`src/rtl/ascon_fsm_ctrl.sv`:
```
// ascon_fsm_ctrl: sequencing controller for the ASCON-128 permutator_xor datapath.
// One permutation round per clock. Runs initialisation, AD absorption,
// plaintext encryption and finalisation, with a valid/ready host handshake
// for each 64-bit block. The handshake cycle of every block is also the first
// round of that block, so the transfer-qualified strobes follow data_valid_i
// combinationally while everything else is registered.
module ascon_fsm_ctrl #(
  parameter int unsigned NB_AD_BLOCKS = 1,
  parameter int unsigned NB_PT_BLOCKS = 4
) (
  input  logic       clock_i,
  input  logic       resetb_i,
  input  logic       start_i,
  input  logic       data_valid_i,
  output logic       data_ready_o,
  output logic [3:0] round_o,
  output logic       input_select_o,
  output logic       xorup_select_o,
  output logic       up_key_o,
  output logic [1:0] xordn_select_o,
  output logic       ena_reg_o,
  output logic       cipher_valid_o,
  output logic       tag_valid_o,
  output logic       busy_o,
  output logic       done_o
);

  localparam int unsigned CNT_W = 4;
  localparam int unsigned RND_W = 4;
  localparam int unsigned XDN_W = 2;

  localparam logic [CNT_W-1:0] LAST_AD  = CNT_W'(NB_AD_BLOCKS - 1);
  localparam logic [CNT_W-1:0] LAST_PT  = CNT_W'(NB_PT_BLOCKS - 1);
  localparam logic [CNT_W-1:0] BLK_MAX  = CNT_W'(14);
  localparam logic [CNT_W-1:0] INIT_END = CNT_W'(11);
  localparam logic [CNT_W-1:0] BLK_END  = CNT_W'(4);   // 5 registered rounds after the transfer round
  localparam logic [CNT_W-1:0] FIN_END  = CNT_W'(10);  // 11 registered rounds after the transfer round

  localparam logic [XDN_W-1:0] XDN_NONE = XDN_W'(0);
  localparam logic [XDN_W-1:0] XDN_KEY  = XDN_W'(1);
  localparam logic [XDN_W-1:0] XDN_DSEP = XDN_W'(2);

  typedef enum logic [3:0] {
    S_IDLE,
    S_INIT,
    S_AD_WAIT,
    S_AD_RND,
    S_PT_WAIT,
    S_PT_RND,
    S_FIN_WAIT,
    S_FINAL,
    S_DONE
  } state_t;

  typedef struct packed {
    logic             ready;
    logic [RND_W-1:0] round;
    logic             in_sel;
    logic [XDN_W-1:0] xordn;
    logic             ena;
    logic             tag_valid;
    logic             busy;
    logic             done;
  } moore_t;

  state_t           state_q, state_d;
  logic [CNT_W-1:0] rnd_q, rnd_d;
  logic [CNT_W-1:0] blk_q, blk_d;
  logic [CNT_W-1:0] blk_inc;
  moore_t           out_q, out_d;
  logic             xfer;

  // Host transfer: only possible while a WAIT state has ready asserted.
  assign xfer    = out_q.ready & data_valid_i;
  assign blk_inc = (blk_q == BLK_MAX) ? blk_q : blk_q + CNT_W'(1);

  // Next state and counters.
  always_comb begin
    state_d = state_q;
    rnd_d   = rnd_q;
    blk_d   = blk_q;
    case (state_q)
      S_IDLE: begin
        if (start_i) begin
          state_d = S_INIT;
          rnd_d   = '0;
        end
      end
      S_INIT: begin
        if (rnd_q == INIT_END) begin
          state_d = S_AD_WAIT;
          rnd_d   = '0;
          blk_d   = '0;
        end else begin
          rnd_d = rnd_q + CNT_W'(1);
        end
      end
      S_AD_WAIT: begin
        if (xfer) begin
          state_d = S_AD_RND;
          rnd_d   = '0;
        end
      end
      S_AD_RND: begin
        if (rnd_q == BLK_END) begin
          rnd_d = '0;
          if (blk_q == LAST_AD) begin
            blk_d   = '0;
            state_d = (NB_PT_BLOCKS == 1) ? S_FIN_WAIT : S_PT_WAIT;
          end else begin
            blk_d   = blk_inc;
            state_d = S_AD_WAIT;
          end
        end else begin
          rnd_d = rnd_q + CNT_W'(1);
        end
      end
      S_PT_WAIT: begin
        if (xfer) begin
          state_d = S_PT_RND;
          rnd_d   = '0;
        end
      end
      S_PT_RND: begin
        if (rnd_q == BLK_END) begin
          rnd_d   = '0;
          blk_d   = blk_inc;
          state_d = (blk_inc == LAST_PT) ? S_FIN_WAIT : S_PT_WAIT;
        end else begin
          rnd_d = rnd_q + CNT_W'(1);
        end
      end
      S_FIN_WAIT: begin
        if (xfer) begin
          state_d = S_FINAL;
          rnd_d   = '0;
        end
      end
      S_FINAL: begin
        if (rnd_q == FIN_END) begin
          state_d = S_DONE;
          rnd_d   = '0;
        end else begin
          rnd_d = rnd_q + CNT_W'(1);
        end
      end
      S_DONE: begin
        state_d = S_IDLE;
        rnd_d   = '0;
      end
      default: begin
        state_d = S_IDLE;
        rnd_d   = '0;
        blk_d   = '0;
      end
    endcase
  end

  // Moore outputs decoded from the upcoming state so they register in step with it.
  always_comb begin
    out_d = '0;
    case (state_d)
      S_INIT: begin
        out_d.round  = rnd_d;
        out_d.in_sel = (rnd_d != '0);
        out_d.xordn  = (rnd_d == INIT_END) ? XDN_KEY : XDN_NONE;
        out_d.ena    = 1'b1;
        out_d.busy   = 1'b1;
      end
      S_AD_WAIT, S_PT_WAIT: begin
        out_d.ready  = 1'b1;
        out_d.round  = RND_W'(6);
        out_d.in_sel = 1'b1;
        out_d.busy   = 1'b1;
      end
      S_FIN_WAIT: begin
        out_d.ready  = 1'b1;
        out_d.round  = RND_W'(0);
        out_d.in_sel = 1'b1;
        out_d.busy   = 1'b1;
      end
      S_AD_RND: begin
        out_d.round  = RND_W'(7) + rnd_d;
        out_d.in_sel = 1'b1;
        out_d.xordn  = (rnd_d == BLK_END && blk_d == LAST_AD) ? XDN_DSEP : XDN_NONE;
        out_d.ena    = 1'b1;
        out_d.busy   = 1'b1;
      end
      S_PT_RND: begin
        out_d.round  = RND_W'(7) + rnd_d;
        out_d.in_sel = 1'b1;
        out_d.ena    = 1'b1;
        out_d.busy   = 1'b1;
      end
      S_FINAL: begin
        out_d.round  = RND_W'(1) + rnd_d;
        out_d.in_sel = 1'b1;
        out_d.xordn  = (rnd_d == FIN_END) ? XDN_KEY : XDN_NONE;
        out_d.ena    = 1'b1;
        out_d.busy   = 1'b1;
      end
      S_DONE: begin
        out_d.in_sel    = 1'b1;
        out_d.tag_valid = 1'b1;
        out_d.busy      = 1'b1;
        out_d.done      = 1'b1;
      end
      default: out_d = '0;
    endcase
  end

  // State, counters and registered outputs.
  always_ff @(posedge clock_i or negedge resetb_i) begin
    if (!resetb_i) begin
      state_q <= S_IDLE;
      rnd_q   <= '0;
      blk_q   <= '0;
      out_q   <= '0;
    end else begin
      state_q <= state_d;
      rnd_q   <= rnd_d;
      blk_q   <= blk_d;
      out_q   <= out_d;
    end
  end

  assign data_ready_o   = out_q.ready;
  assign round_o        = out_q.round;
  assign input_select_o = out_q.in_sel;
  assign xordn_select_o = out_q.xordn;
  assign ena_reg_o      = out_q.ena | xfer;
  assign xorup_select_o = xfer;
  assign cipher_valid_o = xfer & ((state_q == S_PT_WAIT) || (state_q == S_FIN_WAIT));
  assign up_key_o       = xfer & (state_q == S_FIN_WAIT);
  assign tag_valid_o    = out_q.tag_valid;
  assign busy_o         = out_q.busy;
  assign done_o         = out_q.done;

endmodule
```
`config.mk`:
```
export PLATFORM = sky130hd
export DESIGN_NAME = ascon_fsm_ctrl
export DESIGN_NICKNAME = d
export VERILOG_FILES = /design/src/rtl/ascon_fsm_ctrl.sv
export SDC_FILE = /design/constraint.sdc
export NUM_CORES = 1
export LEC_CHECK = 0
export ABC_AREA = 1
export CORE_MARGIN = 4
export CORE_UTILIZATION = 51
export DETAILED_ROUTE_END_ITERATION = 7
export PLACE_DENSITY = 0.76
export REMOVE_ABC_BUFFERS = 1
export SLEW_MARGIN = 20
export SYNTH_ARGS = -nofsm -noshare
export SYNTH_HDL_FRONTEND = slang
export SYNTH_SLANG_ARGS = --single-unit
```
`constraint.sdc`:
```
create_clock -name clock_i -period 2.1 [get_ports clock_i]
set_input_delay 0.21 -clock clock_i [delete_from_list [all_inputs] [get_ports clock_i]]
set_output_delay 0.21 -clock clock_i [all_outputs]
set_load 0.02 [all_outputs]
```
# --- Word level (Yosys, flattened, before mapping) ---
# Cells that the tools add are included.
word_totals:
  reg_bits: 23
  out_inout_bits: 15
op_classes:
  n_reduce_logical: 15
  n_addsub: 4
  bitwise: 4
  muxes: 33
  eq_ne: 24
op_table:
  columns: ["cell", "count"]
  rows:
  - ["$mux W4", 18]
  - ["$eq A4 B3 Y1 const B", 10]
  - ["$pmux W4 S4", 2]
  - ["$pmux W4 S8", 1]
  - ["$eq A4 B4 Y1 const B", 7]
  - ["$eq A4 B2 Y1 const B", 5]
  - ["$pmux W4 S5", 1]
  - ["$logic_not A4 Y1", 3]
  - ["$add A4 B1 Y4 const B", 2]
  - ["$eq A4 B1 Y1 const B", 2]
  - ["$reduce_or A8 Y1", 1]
  - ["$reduce_or A7 Y1", 1]
  - ["$mux W1", 6]
  - ["$pmux W2 S3", 1]
  - ["$reduce_or A2 Y1", 3]
  - ["$reduce_or A3 Y1", 2]
  - ["$reduce_or A6 Y1", 1]
  - ["$add A1 B4 Y4 const A", 1]
  - ["$add A3 B4 Y4 const A", 1]
  - ["$mux W2", 2]
  - ["$reduce_bool A4 Y1", 1]
  - ["$reduce_or A4 Y1", 1]
  - ["$and A1 B1 Y1", 3]
  - ["$mux W3", 1]
  - ["other kinds (4)", 4]

# --- Longest topological paths before layout ---
logic_depth:
  ltp_word: 9
  mapped_depth: 17
  mapped_depth_nobuf: 17

# --- Worst setup path before layout ---
# No wires, ideal clock.
synth_timing:
  path_kind: "register to register"
  from: "reg rnd_q[0]"
  to: "reg out_q (netlist bit round_o[2])"
  setup_time_ps: 131
  n_path_buf: 0
  path_slack_ps: -46
  arrival_time_ps: 2014
  stages_incl_launch_ff: 14
  cell_sequence: "dfrtp_1 > inv_1 > ha_1 > nand2_2 > nor2_8 > inv_1 > nand2_2 > nand2_2 > nand2_1 > nand2_1 > fa_1 > xor2_1 > nand2_1 > nand4_1"
synth_lines:
  columns: ["item", "line", "rtl"]
  rows:
  - ["start, declared", "67", "logic [CNT_W-1:0] rnd_q, rnd_d;"]
  - ["start signal, assigned", "221", "rnd_q <= rnd_d;"]
  - ["end signal, assigned", "223", "out_q <= out_d;"]
  - ["end, declared", "70", "moore_t out_q, out_d;"]

==> results by group <==
Outcome
  • Status: finished, violations left
  • Failing checks: setup timing

Setup path
  • CP Data Required Time: about 2300 ps
  • CP max stage cell: dfrtp_2
  • WS Path Type: reg -> reg
  • Cell mode on critical path: nand2_1
  • Crit. End Element: flop
  • Max stage delay on crit path: roughly 450 ps
  • CP max FO: 5
  • CP Cell Sequence: buf_4 -> ha_4 -> nand3_2 -> nand3_2 -> nand2_1 -> inv_2 -> nand2_4 -> nand2_2 -> nand2_4 -> ha_4 -> nand2_1 -> inv_1 -> nand2_1 -> nand2_1 -> nand2_1 -> nand3_1 -> nand2_1
  • Crit-path leading delay family: simple AND/OR/NAND/NOR gates
  • WP buf/inv: 3
  • Arr. time, crit path: around 2300 ps
  • Crit start category: flop

Floorplanning
  • Core area: approximately 3200 sq um
  • Initial core utilization: between 50% and 60%
  • Die area: 4380 sq um
  • Die Ht: 66.1 um
  • # rows: 20
  • IO Count: 19
  • Die width: 66.1 um

Timing
  • Final setup fails: 1
  • Hold Vio Cnt, Final: 0
  • Max-slew violations: 0
  • Max-slew headroom: between 70 and 80%
  • Worst slew pin tran: 338 ps
  • Final setup TNS: -11.7 ps
  • Peak Freq: 474 MHz
  • Worst Setup Slack, final: -11.7 ps
  • Final setup skew: around 7 ps
  • Period minus WS final: between 2000 and 2500 ps
  • RSZ-0062 raised after global routing: true
  • Final Cycle Share: 101%

Clocking
  • TritonCTS Buffers: 3
  • Root Buffer: clkbuf_4
  • CTS tree: yes
  • Clock buffer depth: 2
  • Clock Sinks: 23
  • H-tree Lvls: 1
  • Worst-path clk slew: between 100 and 150 ps
  • Clock latency on the worst-skew pair: 320 ps
  • Post-CTS Hold Fix Bufs: 0

Cells and area
  • Seq. cell area: slightly below 600 sq um
  • Commonest non-fill, non-tap cell in the layout: nand2_1
  • Diodes inserted: 0
  • Fraction of layout cells with a size suffix above 1: between 30% and 40%
  • Final non-filler cell total: 325
  • Commonest non-fill, non-tap cells in the layout: 61 x nand2_1, 31 x buf_4, 22 x nor2_1, 20 x inv_1, 19 x dfrtp_1
  • Synthesis-to-finish area growth: 33.6%
  • Layout Nets: between 200 and 300
  • Design Area, Final: between 2000 and 2500 sq um
  • # fillers: 245
  • Multi-input gate area: ~1100 sq um

Drt
  • DR DRC count: 0
  • DRT Pass-1 Iters: 4
  • Vias: roughly 1.7k
  • Final wirelength: roughly 4400 um
  • Vias per cell: approximately 5.2
  • Iter 0 DRT Violations: 144
  • Routed Antenna Nets: 0
  • DR WL/cell: about 14 um

Logic synthesis
  • Main combinational cell family by area after synthesis: simple AND/OR/NAND/NOR gates
  • Synth Flop Type: dfrtp_1
  • Synth Warn #: 0
  • Post-Synthesis Cells: between 200 and 250
  • Yosys cell types: 30
  • Seq/Total Area, Yosys: roughly 33%
  • Top post-synthesis cells by area: dfrtp_1 33%, nand2_1 14%, ha_1 5.8%
  • Post-synth EDFFs: 0
  • Mux contribution to synthesized area: 0%
  • Xor and xnor area share after synthesis: roughly 2%
  • Adder-cell share of the synthesized area: under 10%
  • Seq cells post-synth: 23
  • Synthesized cell area: 1720 sq um
  • Post-synth ARST share: 100%
  • Syn avg cell area: between 7 and 8 sq um
  • Complex-gate fraction of the synthesized area: under 10%
  • Yosys top cell area share: 33.4%
  • Simple-gate portion of the synthesized area: between 40% and 50%
  • Synth area leader: dfrtp_1

Place
  • Area after DPL: slightly above 2000 sq um
  • Port Buffers: 18
  • DPL Wire Length: between 3000 and 4000 um
  • Dpl cells: around 310
  • RD Place Congestion: ~0.9
  • Post-place setup slack: -128 ps

Global routing
  • Global Route Usage Sum: about a fifth
  • Initial antenna violation count: 0
  • Largest net degree at the start of global routing: 24
  • Number of global-route vias before repair: ~1.5k
  • Gr ovfl total: 0
  • First-pass GRT wire length: between 6000 and 7000 um

Pwr
  • Max VDD drop: ~0.75 mV
  • Power Density: around 1700 nW/um^2
  • Leakage power: about 1.2 nW
  • Power Total: approximately 3.9 mW

Flow run
  • Max-cap violations: 0

Worst hold path
  • Hold crit path type: in -> async
==> synth_stat cells (2+ instances only) <==
library cell,count
nor2_4,2
ha_1,8
nand3_1,20
nand2_4,2
xor2_1,3
dfrtp_1,23
inv_1,24
nand3_2,3
nor2_1,23
nand4_1,8
nand2_1,64
nor2_2,7
o21ai_2,3
inv_2,7
o21ai_0,4
nand2_2,14
buf_4,8
a21oi_1,2
==> flip-flops by register name, indices dropped and copies added (netlist names), 2 cells and up <==
register,cells
round_o,4
rnd_q,4
xordn_select_o,2
state_q,4
blk_q,4
==> area by class of cell <==
cell class	instances	share of cell area, %
multi-input cells	174	48.0
flip-flops and latches	23	25.2
repair buffers	49	18.1
inverters	31	5.05
well taps	44	2.39
clock buffers	3	0.978
clock inverters	1	0.217
==> layer usage <==
metal  vias to the layer above  track usage, %  share of wire [%]
met1                       767            27.7                 42
met3                        16            3.06                6.8
met5                         -               0                  0
met4                         0            7.11                3.0
li1                        832               -                  -
met2                        73            34.6                 48
==> per-stage QoR <==
| stage | util (%) | hold WS (ps) |
|---|---|---|
| 3_3_place_gp | 65.8 | 584 |
| 3_5_place_dp | 65.8 | 590 |
| 4_1_cts | 67.7 | 228 |
| 2_1_floorplan | - | -85.6 |
| 6_report | 73.1 | 215 |
| 5_1_grt | 73.1 | 247 |
==> final timing paths <==
check	startpoint	endpoint	slack, ps	depth (start not counted)
worst max-delay path	rnd_q[1]$_DFF_PN0_	round_o[3]$_DFF_PN0_	-10	17
worst min-delay path	resetb_i	busy_o$_DFF_PN0_	220	2
worst max register to register	rnd_q[1]$_DFF_PN0_	round_o[3]$_DFF_PN0_	-10	17
worst min register to register	blk_q[0]$_DFF_PN0_	blk_q[0]$_DFF_PN0_	640	2
max in group asynchronous	resetb_i	rnd_q[1]$_DFF_PN0_	1640	2
min in group clock_i	blk_q[0]$_DFF_PN0_	blk_q[0]$_DFF_PN0_	640	2
==> where the power goes <==
part | switching (mW) | internal (mW)
sequential | 0.143 | 0.612
combinational | 1.70 | 1.23
clock | 0.142 | 0.0714
==> repair_timing <==
item	in CTS	in global routing
buffers inserted	3	5
pin swaps	2	15
endpoints found under the hold margin	0	0
setup endpoints to repair	3	7
gates resized for setup	4	31
==> logic make-up after synthesis <==
| kind of cell | after synthesis |
|---|---|
| xor+xnor | 4 |
| compound gates | 14 |
| buf+inv | 40 |
| fa+ha+maj | 9 |
| simple gates | 147 |
| flops | 23 |
(Power assumes the default switching activity.)
